### src/rtl/mem_port_arbiter.sv
// Shared single-port memory arbiter between instruction fetch and data access.
// Data wins by default; a streak counter forces a fetch grant when data hogs the port.
module mem_port_arbiter #(
  parameter int unsigned LATENCY    = 2,
  parameter int unsigned STARVE_MAX = 4
) (
  input  logic        clk,
  input  logic        reset,
  input  logic        if_req,
  input  logic [63:0] if_addr,
  output logic [31:0] if_rdata,
  output logic        if_done,
  input  logic        d_req,
  input  logic        d_we,
  input  logic [63:0] d_addr,
  input  logic [63:0] d_wdata,
  output logic [63:0] d_rdata,
  output logic        d_done,
  output logic [63:0] mem_addr,
  output logic        mem_we,
  output logic        mem_re,
  output logic [63:0] mem_wdata,
  input  logic [63:0] mem_rdata,
  output logic        stall
);

  localparam int unsigned CNT_W = (LATENCY > 1) ? $clog2(LATENCY) : 1;
  localparam int unsigned STK_W = $clog2(STARVE_MAX + 1);

  typedef enum logic [1:0] {
    IDLE   = 2'd0,
    BUSY_I = 2'd1,
    BUSY_D = 2'd2
  } state_t;

  state_t           state;
  state_t           state_nxt;
  logic [CNT_W-1:0] cnt;
  logic [STK_W-1:0] streak;
  logic             elig_i;
  logic             elig_d;
  logic             grant_i;
  logic             grant_d;
  logic             last_beat;
  logic             mem_we_nxt;
  logic             mem_re_nxt;
  logic             if_done_nxt;
  logic             d_done_nxt;

  // A port is not re-granted in the cycle its done pulse is visible.
  always_comb begin
    elig_i    = if_req & ~if_done;
    elig_d    = d_req & ~d_done;
    last_beat = (cnt == CNT_W'(LATENCY - 1));
  end

  assign stall = (if_req & ~if_done) | (d_req & ~d_done);

  always_ff @(posedge clk) begin
    if (reset) state <= IDLE;
    else       state <= state_nxt;
  end

  always_comb begin
    state_nxt = state;
    grant_i   = 1'b0;
    grant_d   = 1'b0;
    case (state)
      IDLE: begin
        if (elig_d && (!elig_i || (streak < STK_W'(STARVE_MAX)))) begin
          grant_d   = 1'b1;
          state_nxt = BUSY_D;
        end else if (elig_i) begin
          grant_i   = 1'b1;
          state_nxt = BUSY_I;
        end
      end
      BUSY_I, BUSY_D: begin
        if (last_beat) state_nxt = IDLE;
      end
      default: state_nxt = IDLE;
    endcase
  end

  // Strobes are registered: raised on grant, dropped after the final busy beat.
  always_comb begin
    mem_we_nxt  = 1'b0;
    mem_re_nxt  = 1'b0;
    if_done_nxt = 1'b0;
    d_done_nxt  = 1'b0;
    if (grant_i) begin
      mem_re_nxt = 1'b1;
    end else if (grant_d) begin
      mem_we_nxt = d_we;
      mem_re_nxt = ~d_we;
    end else if ((state != IDLE) && !last_beat) begin
      mem_we_nxt = mem_we;
      mem_re_nxt = mem_re;
    end
    if ((state == BUSY_I) && last_beat) if_done_nxt = 1'b1;
    if ((state == BUSY_D) && last_beat) d_done_nxt  = 1'b1;
  end

  always_ff @(posedge clk) begin
    if (reset) begin
      cnt       <= '0;
      streak    <= '0;
      if_done   <= 1'b0;
      d_done    <= 1'b0;
      mem_we    <= 1'b0;
      mem_re    <= 1'b0;
      if_rdata  <= '0;
      d_rdata   <= '0;
      mem_addr  <= '0;
      mem_wdata <= '0;
    end else begin
      if_done <= if_done_nxt;
      d_done  <= d_done_nxt;
      mem_we  <= mem_we_nxt;
      mem_re  <= mem_re_nxt;

      if (state == IDLE) cnt <= '0;
      else               cnt <= cnt + CNT_W'(1);

      if (grant_i) begin
        mem_addr <= if_addr;
      end else if (grant_d) begin
        mem_addr  <= d_addr;
        mem_wdata <= d_wdata;
      end

      // Streak only counts data grants that made a waiting fetch wait longer.
      if (grant_i) begin
        streak <= '0;
      end else if (grant_d && elig_i && (streak < STK_W'(STARVE_MAX))) begin
        streak <= streak + STK_W'(1);
      end

      if ((state == BUSY_I) && last_beat) begin
        if_rdata <= mem_addr[2] ? mem_rdata[63:32] : mem_rdata[31:0];
      end
      if ((state == BUSY_D) && last_beat && !mem_we) begin
        d_rdata <= mem_rdata;
      end
    end
  end

endmodule

### config.mk
export PLATFORM = sky130hd
export DESIGN_NAME = mem_port_arbiter
export DESIGN_NICKNAME = d
export VERILOG_FILES = /design/src/rtl/mem_port_arbiter.sv
export SDC_FILE = /design/constraint.sdc
export NUM_CORES = 1
export LEC_CHECK = 0
export ABC_CLOCK_PERIOD_IN_PS = 1900
export CAP_MARGIN = 10
export CORE_AREA = 10 10 180 182
export CTS_CLUSTER_DIAMETER = 80
export DETAILED_ROUTE_END_ITERATION = 16
export DIE_AREA = 0 0 190 192
export PLACE_DENSITY = 0.66
export SKIP_CTS_REPAIR_TIMING = 1
export SLEW_MARGIN = 20
export SYNTH_ARGS = -nofsm -noshare
export SYNTH_HDL_FRONTEND = slang
export SYNTH_SLANG_ARGS = --single-unit
### constraint.sdc
create_clock -name clk -period 1.9 [get_ports clk]
set_input_delay 0.285 -clock clk [delete_from_list [all_inputs] [get_ports clk]]
set_output_delay 0.285 -clock clk [all_outputs]
set_load 0.02 [all_outputs]
==> impl_metrics.tcl <==
set metrics [dict create \
    outcome "complete, no violations" \
    fin_crit_sh_pct 97.4 \
    cts_tree "yes" \
    vdd_drop_max_mv 0.586 \
    finalSetupViolCount 0 \
    dr.pass1.iters 4 \
    synth-edff-count 0 \
    synth_compound_area_share_pct 18.4 \
    rsz0062_at_grt "false" \
    hold_class "input port to flip-flop" \
    finalSetupTns_ns 0 \
    path_clk_slew_ns 0.06 \
    final_cell_mix "480 x clkdlybuf4s50_1, 257 x nand2_1, 233 x dfxtp_1, 130 x a21oi_1" \
    htree_levels 1 \
    finalHoldViolCount 0 \
    syn_inst 966 \
    dieArea_um2 36500 \
    synth.cell_area_um2 8760 \
    first_global_vias 8670 \
    start_util_pct 30.6 \
    fin_nets 1705 \
    ys_types 33 \
    dpl.hpwl_mm 28.4 \
    clk_latency_ns 0.54 \
    syn_nets 1231 \
    worstSetupPathType "flip-flop to output pin" \
    cts_made_buffers 27 \
    cp_top_family "buffers and inverters" \
    dr_total_vias 8689 \
    synth_top_area_cell "dfxtp_1" \
    antenna_found_initial 4 \
    synth_ff_type "dfxtp_1" \
    critPathMaxStageDelay_ns 0.64 \
    grt.overflow.total 0 \
    fillCellCount 2546 \
    critPathArrivalTime_ns 1.57 \
    wirelength_mm 37.5 \
    maxCapViolCount 0 \
    path_cells "clkdlybuf4s50_1" \
    pre_cts_ws_ns -0.00508 \
    finalMaxSlewViolations 0 \
    synth_simple_gate_area_share_pct 19.0 \
    grt_usage_pct 19.1 \
    synth.top_cell.area_share_pct 53.5 \
    clkSinkCount 234 \
    async_flop_share_pct 0 \
    rows 62 \
    worst_slew_pin_slew_ns 0.712 \
    power_density_nw_per_um2 908 \
    clock_path_buffers 3 \
    post-route-util_pct 52.7 \
    p_leak_nw 5.57 \
    wl_per_cell_um 20.3 \
    finClkSkew_ns 0.0309 \
    grt_pass1_wl_mm 54.6 \
    synthMuxAreaShare_pct 3.77 \
    start_kind "flip-flop" \
    crit_slowest_cell "clkdlybuf4s50_1" \
    setup_ws_ns 0.0487 \
    cp.required_ns 1.62 \
    die_w_um 190 \
    synth_adder_area_share_pct 0.572 \
    ys_seq_area_share_pct 53.5 \
    vias_per_cell 4.71 \
    pin_count 490 \
    die_h_um 192 \
    slew_headroom_pct 52.6 \
    postSynthAreaPerCell_um2 9.06 \
    synth-warning-count 0 \
    layout-drive-gt1-share_pct 6.03 \
    synth_top_family_by_area "simple AND/OR/NAND/NOR gates" \
    final.min_clock_period_ns 1.85 \
    drc 0 \
    cts_root_buf "clkbuf_16" \
    drt_iter0_markers 486 \
    coreArea_um2 28600 \
    gp_congestion 0.872 \
    synth_xor_area_share_pct 0.100 \
    fmaxAchievable_mhz 540 \
    critPathMaxFanout 2 \
    mostFrequentLayoutCell "clkdlybuf4s50_1" \
    ys_top_cells_by_area "dfxtp_1 54%, nand2_1 11%, a21oi_1 7.4%, a221o_1 7.3%, and2_1 4.6%" \
    detail-route-antenna-nets 0 \
    io_buffers 489 \
    grt_max_degree 109 \
    end_kind "output pin" \
    ys_ff_latch 234 \
    syn_to_final_growth_pct 72.2 \
    crit_buf_inv 1 \
]
[report_power, final]
part	internal [W]	switching [W]	total, W	leakage, nW
Combinational	0.00159	0.00147	0.00306	3.23
Clock	0.00308	0.00207	0.00515	0.428
Sequential	0.00528	0.000203	0.00548	1.91
[synthesized netlist by cell type (3+ instances only)]
master / count
inv_1: 5
a21oi_1: 130
dfxtp_1: 234
a22oi_1: 3
nor2_1: 36
mux2i_1: 33
clkbuf_1: 26
a211oi_1: 33
buf_6: 6
ha_1: 4
nor3_1: 7
a221o_1: 64
and2_1: 65
buf_4: 5
buf_2: 32
nand2_1: 257
buf_1: 8
[per-layer routing]
layer	up-vias	part of all wire, %	track usage [%]
li1	4265	-	-
met5	-	0.096	0
met3	61	11	7.89
met4	6	2.7	5.43
met2	348	49	33.3
met1	4009	37	21.0
[area by class of cell]
type,count,area [µm²],share of cell area [%]
Sequential cell,234,4690,31.1
Timing Repair Buffer,522,5350,35.4
Tap cell,384,480,3.19
Multi-Input combinational cell,650,3680,24.4
Clock buffer,41,778,5.16
Inverter,5,18.8,0.124
Antenna cell,1,2.50,0.0166
Clock inverter,7,92.6,0.614
[state kept, by name, summed over array words and instances (netlist names)]
name       count
d_done         1
streak         3
cnt            1
d_rdata       64
mem_re         1
if_done        1
mem_we         1
mem_addr      64
if_rdata      32
mem_wdata     64
state          2
[tightest hold or removal path, cell delays in order]
cell and delay, ns:
buf_6 0.13, buf_12 0.20, a21oi_1 0.15
[worst paths after layout]
kind               startpoint       endpoint  slack, ns  cells past startpoint
setup / recovery  d_rdata[31]    d_rdata[31]       0.05                      1
hold / removal          reset  mem_wdata[13]       0.28                      3
setup reg to reg     state[0]         mem_re       0.20                      7
hold reg to reg   d_rdata[33]    d_rdata[33]       0.45                      2
[per-stage QoR]
stage                     instances  total power [W]  area (µm²)  hold WS (ns)
after floorplan                 966          0.00694        8760         0.421
after global placement         1795          0.00863       14200         0.440
after detailed placement       1795          0.00867       14200         0.446
after CTS                      1843           0.0139       15100         0.264
after global routing           1843           0.0143       15100         0.270
final                          1844           0.0137       15100         0.283
[cells by family after synthesis]
group / after synthesis
AO/OA/AOI/OAI: 234
XOR/XNOR: 1
adder cells (fa/ha/maj): 4
buffers and inverters: 82
flip-flops: 234
multiplexers: 33
AND/OR/NAND/NOR: 378
No activity file was read; power rests on OpenSTA's default activity.
